[src/rtl/reg_write_arbiter.sv]
// Round-robin arbiter that shares one LEN-bit register among NUM_REQ writers.
// Optional burst lock for the previous winner is enabled with REG_ARB_LOCK_EN.
module reg_write_arbiter #(
    parameter int unsigned LEN     = 9,
    parameter int unsigned NUM_REQ = 4,
    localparam int unsigned ID_W   = $clog2(NUM_REQ)
) (
    input  logic                   clk,
    input  logic                   reset,
    input  logic [NUM_REQ-1:0]     req,
    input  logic [NUM_REQ*LEN-1:0] reqData,
    input  logic [NUM_REQ-1:0]     lock,
    output logic [NUM_REQ-1:0]     gnt,
    output logic [LEN-1:0]         dataOut,
    output logic [ID_W-1:0]        ownerId,
    output logic                   updated
);

    logic [ID_W-1:0]    ptr_q;
    logic [ID_W-1:0]    last_q;
    logic               last_valid_q;
    logic [NUM_REQ-1:0] gnt_q;
    logic [LEN-1:0]     data_q;
    logic [ID_W-1:0]    owner_q;
    logic               updated_q;

    logic               found;
    logic               lock_hit;
    logic [ID_W-1:0]    win;
    logic [ID_W-1:0]    ptr_next;
    logic [NUM_REQ-1:0] gnt_d;

    // Search ptr, ptr+1, ... modulo NUM_REQ; no power-of-two assumption.
    always_comb begin
        int unsigned idx;
        logic [ID_W-1:0] idx_w;
        found = 1'b0;
        win   = '0;
        for (int unsigned k = 0; k < NUM_REQ; k++) begin
            idx   = (32'(ptr_q) + k) % NUM_REQ;
            idx_w = ID_W'(idx);
            if (!found && req[idx_w]) begin
                found = 1'b1;
                win   = idx_w;
            end
        end
`ifdef REG_ARB_LOCK_EN
        lock_hit = last_valid_q && lock[last_q] && req[last_q];
`else
        lock_hit = 1'b0;
`endif
        if (lock_hit) begin
            found = 1'b1;
            win   = last_q;
        end
    end

`ifndef REG_ARB_LOCK_EN
    logic unused_lock;
    assign unused_lock = ^{lock, last_q, last_valid_q};
`endif

    always_comb begin
        gnt_d = '0;
        if (found) begin
            gnt_d[win] = 1'b1;
        end
        if (lock_hit) begin
            ptr_next = ptr_q;
        end else if (win == ID_W'(NUM_REQ - 1)) begin
            ptr_next = '0;
        end else begin
            ptr_next = win + 1'b1;
        end
    end

    always_ff @(posedge clk) begin
        if (reset) begin
            ptr_q        <= '0;
            last_q       <= '0;
            last_valid_q <= 1'b0;
            gnt_q        <= '0;
            data_q       <= '0;
            owner_q      <= '0;
            updated_q    <= 1'b0;
        end else if (found) begin
            ptr_q        <= ptr_next;
            last_q       <= win;
            last_valid_q <= 1'b1;
            gnt_q        <= gnt_d;
            data_q       <= reqData[32'(win)*LEN +: LEN];
            owner_q      <= win;
            updated_q    <= 1'b1;
        end else begin
            last_valid_q <= 1'b0;
            gnt_q        <= '0;
            updated_q    <= 1'b0;
        end
    end

    assign gnt     = gnt_q;
    assign dataOut = data_q;
    assign ownerId = owner_q;
    assign updated = updated_q;

endmodule

[config.mk]
export PLATFORM = sky130hd
export DESIGN_NAME = reg_write_arbiter
export DESIGN_NICKNAME = d
export VERILOG_FILES = /design/src/rtl/reg_write_arbiter.sv
export SDC_FILE = /design/constraint.sdc
export NUM_CORES = 1
export LEC_CHECK = 0
export ABC_AREA = 1
export CAP_MARGIN = 20
export CORE_AREA = 2 2 63 53
export CTS_CLUSTER_DIAMETER = 200
export DETAILED_ROUTE_END_ITERATION = 12
export DIE_AREA = 0 0 65 55
export GPL_ROUTABILITY_DRIVEN = 0
export PLACE_DENSITY = 0.86
export SLEW_MARGIN = 10
export SYNTH_ARGS = -nofsm -noshare
export SYNTH_HDL_FRONTEND = slang
export SYNTH_SLANG_ARGS = --single-unit
[constraint.sdc]
create_clock -name clk -period 5.4 [get_ports clk]
set_clock_uncertainty 0.1 [all_clocks]
set_input_delay 0.81 -clock clk [delete_from_list [all_inputs] [get_ports clk]]
set_output_delay 0.81 -clock clk [all_outputs]
set_load 0.1 [all_outputs]
==> results.toml, run 1 <==
[floorplan]
fp.coreArea_um2 = 2950
die_w_um = 65
pin_count = 62
dieArea_um2 = 3580
fp-row-count = 18
fp.dieH_um = 55
start_util_pct = 40.5

[drt]
via_count = 1359
dr_wl_met3_um = 297
drc_errors = 0
drtPass1Iterations = 4
wl_met1_um = 1400
top_layer = "met4"
drtIter0Drc = 57
wl_um = 3160
ant_nets = 0
dr_wl_met2_um = 1450
routed_via_density = 4.70
wl_per_cell_um = 10.9

[sta]
tightest_slew_ns = 0.986
fmax_mhz = 337
period_share_pct = 54.9
maxSlewViolCount = 0
setup_viol = 0
relSlewSlack_pct = 34.1
timing.hold.ws_ns = 0.379
hold_violations = 0
tns_ns = 0
finalCriticalPeriod_ns = 2.96
rsz0062_at_grt = "false"

[cells_and_area]
multi_input_comb_area_um2 = 692
layout_commonest_cell = "nand2_1"
syn2layout_area_growth_pct = 51.8
diodes = 0
utilization_pct = 61.4
final_cell_mix = "nand2_1, clkdlybuf4s50_1, nand3_1"
fin_cells = 289
drive_above_1_share_pct = 5.22
final.fill_count = 280
seq_area_um2 = 360
fin_nets = 299

[cts]
cts_resized = 0
cts_hold_buf = 0
clk_latency_ns = 0.25
clock_sinks = 18
cts_made_buffers = 3
clk_path_buf_depth = 2
clkTransAtPathRegs_ns = 0.07
cts_tree = "yes"
h-tree-depth = 1
post_cts_buffers = 0
root_buffer = "clkbuf_8"

[yosys]
syn_area_per_cell_um2 = 6.09
synthAdderAreaFrac_pct = 2.10
synth_compound_area_share_pct = 8.18
synthCells = 196
synth_nets = 244
yosys.area_share.simple_pct = 47.7
yosysUniqueCellTypes = 25
yosysWarnings = 0
ys_seq_area_share_pct = 30.2
syn_area_um2 = 1190
ys_ff_latch = 18
synth_top_family_by_area = "simple AND/OR/NAND/NOR gates"
synthMuxAreaShare_pct = 0
synth-xor-area-share_pct = 0

[worst_setup_path]
cpPeakStageDelay_ns = 0.53
critical_path.endpoint_type = "register"
crit_type = "in2reg"
worst_path_most_repeated_cell = "nand2_1"
crit_slowest_cell = "nor2_1"
critPathRequiredTime_ns = 5.45
arrival_ns = 3.01
cp_max_fo = 12
critPathBufInv = 3
cp_cell_sequence = "clkdlybuf4s50_1 -> inv_1 -> nand2_1 -> nand2_1 -> nand2_1 -> nand2_2 -> inv_2 -> nor2_4 -> nand3_1 -> nand3_1 -> nor2_1 -> nand3_1 -> nand2_1 -> nor2_1"
start_kind = "primary input"
cp_top_family = "simple AND/OR/NAND/NOR gates"

[placed_design]
place_hpwl_um = 2340
place_inst = 286
port_buffers = 57

[worst_hold_path]
hp-class = "reg2reg"

[grt]
antenna_found_initial = 0
track_usage_pct = 18.6
grt_max_degree = 19
grt_pass1_vias = 1198
grt_pass1_wl_um = 5110
gr-total-overflow = 0

[run]
maxCapViolCount = 0

[outcome]
status = "finished, final reports clean"
[registers in the layout, indices dropped and copies added, names as in the netlist]
signal,count
dataOut,9
ptr_q,2
updated,1
gnt,4
ownerId,2
[per-stage QoR]
step                      cell area, µm²  setup slack, ns
after floorplan                     1190             3.23
after global placement              1770             2.24
after detailed placement            1770             2.18
after CTS                           1810             2.43
after global routing                1810             2.22
final                               1810             2.44
[layer usage]
metal | up-vias | GRT usage (%)
li1 | 723 | -
met1 | 579 | 23.0
met2 | 55 | 32.3
met3 | 2 | 6.68
met4 | 0 | 2.84
met5 | - | 0
[final cells by class]
| class | count | share of cell area, % |
|---|---|---|
| clock buffers | 3 | 2.28 |
| inverters | 26 | 5.39 |
| multi-input cells | 145 | 38.2 |
| flip-flops and latches | 18 | 19.9 |
| well taps | 40 | 2.76 |
| repair buffers | 57 | 31.5 |
[cell usage after synthesis, drive strengths merged]
cell type / instances / area share, %
inv: 26 / 8.2
nor2b: 1 / 0.52
o211ai: 2 / 1.3
buf: 5 / 3.0
and2: 5 / 2.6
nand2: 74 / 25
nor2: 16 / 5.7
o21ai: 8 / 3.4
clkbuf: 2 / 0.63
nand3: 28 / 13
a31oi: 1 / 0.52
a21oi: 1 / 0.42
dfxtp: 18 / 30
ha: 2 / 2.1
nor3: 1 / 0.42
o22ai: 5 / 2.6
nand4: 1 / 0.52
[tightest hold or removal path: cells and delay by family (launching register included)]
kind	cells	cell delay [ns]
DFF	1	0.31
and+or+nand+nor	2	0.13
[final timing paths]
path | slack (ns) | depth (start not counted) | from | to
worst min-delay path | 0.38 | 2 | ownerId[0] | ownerId[0]
worst max-delay path | 2.44 | 14 | req[3] | dataOut[2]
worst min register to register | 0.38 | 2 | ownerId[0] | ownerId[0]
worst max register to register | 2.71 | 11 | ptr_q[0] | dataOut[2]
[kinds of logic (layout without fill, tap and decap cells)]
| logic type | after synthesis | after routing |
|---|---|---|
| AOI/OAI and AO/OA | 17 | 17 |
| DFF | 18 | 18 |
| and+or+nand+nor | 126 | 126 |
| buffers and inverters | 33 | 86 |
| adders and majority gates | 2 | 2 |
Power of run 1 is not shown: default switching activity piles up to over one toggle a cycle in this logic, so the estimate is an artifact.
==> run 2, diff against run 1 <==
Settings changed: CORE_AREA 2 2 63 53 to 2 2 69 58, DIE_AREA 0 0 65 55 to 0 0 71 60, PLACE_DENSITY 0.86 to 0.77.
Clock period 5.4 ns to 2.4 ns, I/O delays scaled along.
==> run 2 against run 1 <==
Against the previous run:
- non-clock buffer count up 8
- setup slack got worse by 2.2 ns
- cell count increased by 4.2%
- sequential share of layout area fell by 0.22 points
- flip-flop and latch count is the same
- clock-buffer cell count is the same
- via count increased by 1.3%
- core utilization is 11 points lower
- first-iteration DRC count rose by 56%
- routed wire length increased by 2.8%
- critical path type is now reg2reg
==> results.toml, run 2 (synthesis results as in run 1) <==
[floorplan]
fp.dieH_um = 60
fp-row-count = 20
start_util_pct = 32.9
pin_count = 62
die_w_um = 71
fp.coreArea_um2 = 3630
dieArea_um2 = 4260

[run]
maxCapViolCount = 0

[sta]
hold_violations = 0
maxSlewViolCount = 0
rsz0062_at_grt = "false"
tightest_slew_ns = 0.285
fmax_mhz = 469
finalCriticalPeriod_ns = 2.13
setup_viol = 0
period_share_pct = 88.8
tns_ns = 0
timing.hold.ws_ns = 0.379
relSlewSlack_pct = 81.2

[cells_and_area]
drive_above_1_share_pct = 14.8
diodes = 0
seq_area_um2 = 362
multi_input_comb_area_um2 = 692
final.fill_count = 355
largest_register_ffs = 9
final_cell_mix = "nand2_1, clkdlybuf4s50_1, nand3_1"
fin_nets = 307
syn2layout_area_growth_pct = 54.0
layout_commonest_cell = "nand2_1"

[drt]
wl_per_cell_um = 10.8
ant_nets = 0
routed_via_density = 4.57
wl_um = 3250
drtIter0Drc = 89
via_count = 1376
drtPass1Iterations = 4
drc_errors = 0

[grt]
grt_pass1_wl_um = 5650
track_usage_pct = 16.6
antenna_found_initial = 0
grt_max_degree = 19
grt_pass1_vias = 1326
gr-total-overflow = 0

[cts]
clk_path_buf_depth = 2
clock_sinks = 18
clk_latency_ns = 0.25
cts_made_buffers = 3
root_buffer = "clkbuf_8"
h-tree-depth = 1
cts_tree = "yes"
clkTransAtPathRegs_ns = 0.07
cts_hold_buf = 0
post_cts_buffers = 0

[worst_setup_path]
crit_type = "reg2reg"
critPathRequiredTime_ns = 2.44
arrival_ns = 2.17
critical_path.endpoint_type = "register"
start_kind = "register"
cp_max_fo = 18

[placed_design]
port_buffers = 57
place_hpwl_um = 2560

[worst_hold_path]
hp-class = "reg2reg"

[outcome]
status = "finished, final reports clean"
==> run 2: changes by cell type in the layout (fill, tap and decap cells not counted) <==
cell | previous run | this run
dfxtp_1 | 18 | 17
buf_4 | 0 | 24
clkdlybuf4s50_1 | 57 | 41
dfxtp_2 | 0 | 1
==> run 2: metal layers <==
metal	part of all wire, %	track usage (%)	vias up	routed length (µm)
li1	-	-	741	-
met1	46	20.5	581	1480
met2	46	28.7	52	1490
met3	8.5	6.24	2	275
met4	0.22	2.16	0	7
met5	0	0	-	0
==> run 2: per-stage QoR <==
stage                     instance area, µm²  setup slack [ns]  util [%]  std cells
after CTS                               1840             0.154      50.6        301
after global routing                    1840            0.0837      50.7        301
after floorplan                         1190             0.607         -        196
final                                   1840             0.269      50.7        301
after global placement                  1800            0.0582      49.5        298
after detailed placement                1800            0.0177      49.5        298
==> run 2: what timing repair did <==
item,4_1_cts,5_1_grt
gates resized for setup,0,1
hold endpoints to repair,0,0
setup endpoints to repair,0,8
==> run 2: cell type report <==
class	count	share of cell area (%)
repair buffers	65	32.1
inverters	26	5.31
flip-flops and latches	18	19.7
well taps	44	3.00
multi-input cells	145	37.6
clock buffers	3	2.25
==> run 2: path summary, 6_finish.rpt <==
kind                                  from          to  slack, ns  cells past startpoint
worst min-delay path            dataOut[7]  dataOut[7]       0.38                      2
worst max-delay path              ptr_q[0]      gnt[1]       0.27                     13
worst min register to register  dataOut[7]  dataOut[7]       0.38                      2
worst max register to register    ptr_q[0]      gnt[1]       0.27                     13
==> run 2: critical path, cell delays in order (launching register included) <==
cell and delay [ns]:
dfxtp_2 0.38, inv_1 0.19, nand2_1 0.08, nand2_1 0.12, nand2_1 0.08, nand2_2 0.09, inv_2 0.05, nor2_4 0.11
nand3_4 0.16, nand2_4 0.23, inv_2 0.14, ha_1 0.20, inv_1 0.05, nor2_1 0.04
Power of run 2 is left out for the same reason.
==> RTL edit 1, RTL diff (flow settings as in run 1) <==
The option `REG_ARB_LOCK_EN` is turned on by a define.
--- a/src/rtl/reg_write_arbiter.sv
+++ b/src/rtl/reg_write_arbiter.sv
@@ -1,5 +1,7 @@
 // Round-robin arbiter that shares one LEN-bit register among NUM_REQ writers.
 // Optional burst lock for the previous winner is enabled with REG_ARB_LOCK_EN.
+`define REG_ARB_LOCK_EN
+
 module reg_write_arbiter #(
     parameter int unsigned LEN     = 9,
     parameter int unsigned NUM_REQ = 4,
Formal check against the unedited RTL: not equivalent (Yosys sat finds a counterexample within 4 cycles, from zero or initial values and one cycle with reset high).
==> RTL edit 1 against run 1 <==
Routed wire length up 15%; design area is 14% higher; critical path depth shrank 1; setup slack got worse by 28 ps; sequential share of layout area shrank 2.5 points; sequential cell count unchanged; utilization is 8.7 points higher; synthesized area is 17% higher; highest routed layer unchanged.
==> RTL edit 1: results (changes against run 1) <==
- The number of nets in the layout was 344 (was 299).
* Port Buffer Count: 61 (was 57)
* Global-route wire length before repair: 5790 µm (was 5110 µm)
- The worst setup timing slack at the placement stage was 2150 ps (was 2180 ps).
- The slowest cell on the critical path is sky130_fd_sc_hd__clkdlybuf4s50_1 (was sky130_fd_sc_hd__nor2_1).
- The net count of the mapped netlist is 284 (was 244).
- Iteration-0 DRC Markers: 69 (was 57)
- Routed via count divided by cell count: 4.82 (was 4.70)
- The total placed instance area was 0.00201 mm² (was 0.00177 mm²).
- The number of instances in the synthesized netlist was 234 (was 196).
- The placed wire-length estimate came to 2780 µm (was 2340 µm).
- Number of warnings issued by yosys: 0 (unchanged)
- The routing usage on met1 is 0.273 (was 0.230).
- The routed wire length on met2 was 1580 µm (was 1450 µm).
* Synth top cells by count: sky130_fd_sc_hd__nand2_1 (91), sky130_fd_sc_hd__inv_1 (31), sky130_fd_sc_hd__nand3_1 (29) (was sky130_fd_sc_hd__nand2_1 (69), sky130_fd_sc_hd__nand3_1 (27), sky130_fd_sc_hd__inv_1 (23))
* Sum of met3 wire segment lengths after detailed routing: 310 µm (was 297 µm)
- Result of the run: completed (unchanged).
- Final wirelength: 3620 µm (was 3160 µm)
* Post-route met1 wirelength: 1700 µm (was 1400 µm)
- The via count of the first global-routing pass came to 1367 (was 1198).
- The count of different cell masters after synthesis is 26 (was 25).
- Cell types with the largest area share after synthesis: sky130_fd_sc_hd__dfxtp_1 (26%), sky130_fd_sc_hd__nand2_1 (24%), sky130_fd_sc_hd__nand3_1 (10%) (was sky130_fd_sc_hd__dfxtp_1 (30%), sky130_fd_sc_hd__nand2_1 (22%), sky130_fd_sc_hd__nand3_1 (11%)).
- The number of fill cells in the layout came to 254 (was 280).
- The critical-path maximum fanout came to 23 (was 12).
- The placed cell count came to 329 (was 286).
- Met3 usage: 0.0385 (was 0.0668)
* Layout cells sized above 1: 0.0922 (was 0.0522)
* Delay of the slowest critical-path stage: 450 ps (was 530 ps)
RTL edit 1: changes by cell type after synthesis, moves of 3 or more:
cell	delta
sky130_fd_sc_hd__nand2_1	+22
sky130_fd_sc_hd__inv_1	+8
sky130_fd_sc_hd__and2_1	-5
sky130_fd_sc_hd__nor2_1	-5
sky130_fd_sc_hd__o22ai_1	-5
sky130_fd_sc_hd__a21oi_1	+4
sky130_fd_sc_hd__nand2_2	+4
sky130_fd_sc_hd__nand3_2	+4
sky130_fd_sc_hd__o21ai_0	-3
sky130_fd_sc_hd__or2_0	+3
RTL edit 1: logic make-up after synthesis:
kind of cell | Yosys count | share of synthesized area
buf+inv | 42 | 0.130
fa+ha+maj | 4 | 0.0357
compound gates | 16 | 0.0696
simple gates | 154 | 0.507
flops | 18 | 0.257
RTL edit 1: cell type report:
| type | instances | area, µm² | share of cell area |
|---|---|---|---|
| well taps | 40 | 50.0 | 0.0242 |
| multi-input cells | 174 | 858 | 0.415 |
| repair buffers | 61 | 611 | 0.295 |
| inverters | 36 | 135 | 0.0653 |
| flip-flops and latches | 18 | 360 | 0.174 |
| clock buffers | 4 | 55.1 | 0.0266 |
RTL edit 1: path summary, 6_finish.rpt:
check | start | to | slack [ps] | cells past startpoint
setup / recovery | req[0] | ptr_q[1] | 2410 | 13
hold / removal | dataOut[0] | dataOut[0] | 440 | 4
setup reg to reg | ptr_q[0] | ptr_q[1] | 2670 | 13
hold reg to reg | dataOut[0] | dataOut[0] | 440 | 4
RTL edit 1: worst max-delay path, delay by kind of cell:
kind | cells | cell delay [ps]
buf+inv | 2 | 540
fa+ha+maj | 1 | 300
simple gates | 8 | 1140
compound gates | 2 | 250
==> RTL edit 2, RTL diff (config.mk and constraints of run 1) <==
Without the edit above. Make the reset (`reset`) asynchronous in one clocked block.
--- a/src/rtl/reg_write_arbiter.sv
+++ b/src/rtl/reg_write_arbiter.sv
@@ -74,7 +74,7 @@
         end
     end
 
-    always_ff @(posedge clk) begin
+    always_ff @(posedge clk or posedge reset) begin
         if (reset) begin
             ptr_q        <= '0;
             last_q       <= '0;
Formal check against the unedited RTL: differs if reset is asserted again (counterexample within 4 cycles, from zero or initial values and one cycle with reset high); with reset held inactive, the same outputs for 10 cycles.
==> RTL edit 2 against run 1 <==
Design area grew 11%; routed wire length grew 2.5%; utilization grew 6.8 points; setup slack lost 93 ps; maximum frequency shrank 3.0%; synthesized area grew 17%; sequential cell count is the same; synthesized cell count grew 13%; critical path type unchanged; critical endpoint is now ptr_q[0]; largest cell class unchanged; via count grew 6.4%; global-route usage grew 1.4 points.
Power is not shown: default switching activity piles up to over one toggle a cycle in this logic, so the estimate is an artifact.
==> RTL edit 2: results (changes against run 1) <==
* Sum of met2 wire segment lengths after detailed routing: 1530 µm (was 1450 µm)
* Number of non-clock inverters: 32 (was 26)
* Min-delay src: ownerId[0] (unchanged)
- The total wire length is 3240 µm (was 3160 µm).
- Cell types with the largest area share after synthesis: sky130_fd_sc_hd__dfrtp_1 (32%), sky130_fd_sc_hd__nand2_1 (26%), sky130_fd_sc_hd__nand3_1 (11%) (was sky130_fd_sc_hd__dfxtp_1 (30%), sky130_fd_sc_hd__nand2_1 (22%), sky130_fd_sc_hd__nand3_1 (11%))
- Largest fanout on the critical path: 15 (was 12)
- Global-route wire length before repair: 5650 µm (was 5110 µm)
- Synth top cells by count: sky130_fd_sc_hd__nand2_1 (98), sky130_fd_sc_hd__nand3_1 (31), sky130_fd_sc_hd__inv_1 (29) (was sky130_fd_sc_hd__nand2_1 (69), sky130_fd_sc_hd__nand3_1 (27), sky130_fd_sc_hd__inv_1 (23))
* Met3 usage: 0.0364 (was 0.0668)
- Number of library cell types mapped by synthesis: 20 (was 25)
- The net count of the mapped netlist was 269 (was 244).
* Source of the worst register-to-register timing path: ptr_q[0] (unchanged)
* Proportion of synthesized chip area in sequential cells: 0.321 (was 0.302)
* GR Layer Usage met1: 0.269 (was 0.230)
- Layout clock buffers: 4 (was 3)
* Footprint of the multi-input gates: 767 µm² (was 692 µm²)
* Post-route met1 wirelength: 1500 µm (was 1400 µm)
* Placed Area: 0.00196 mm² (was 0.00177 mm²)
* Result of the run: completed (unchanged)
- The area fraction in compound gates after synthesis is 0.0205 (was 0.0818).
- Arrival time worst endpoint: 3080 ps (was 3010 ps)
* Global-route met2 utilization: 0.354 (was 0.323)
- The number of nets in the layout is 323 (was 299).
* Share of synthesized flip-flops with an asynchronous set or reset: 1.00 (was 0)
- The placed cell count was 311 (was 286).
-- RTL edit 2: cell types whose count changed after synthesis, moves of 5 or more --
| cell | delta |
|---|---|
| sky130_fd_sc_hd__o21ai_0 | -6 |
| sky130_fd_sc_hd__dfxtp_1 | -18 |
| sky130_fd_sc_hd__nand2_2 | +14 |
| sky130_fd_sc_hd__and2_1 | -5 |
| sky130_fd_sc_hd__nand2_1 | +29 |
| sky130_fd_sc_hd__inv_1 | +6 |
| sky130_fd_sc_hd__dfrtp_1 | +18 |
| sky130_fd_sc_hd__nor2_1 | -10 |
-- RTL edit 2: cells by family (layout without fill, tap and decap cells) --
family          after synthesis  in the layout
buf+inv                      40             93
simple gates                159            159
flops                        18             18
compound gates                4              4
fa+ha+maj                     1              1
-- RTL edit 2: final timing paths --
check,endpoint,cells past startpoint,slack [ps]
max,ptr_q[0],11,2340
min,ownerId[0],2,390
max reg2reg,ptr_q[0],11,2580
min reg2reg,ownerId[0],2,390
max in group asynchronous,dataOut[6],2,3930
min in group asynchronous,dataOut[0],2,860
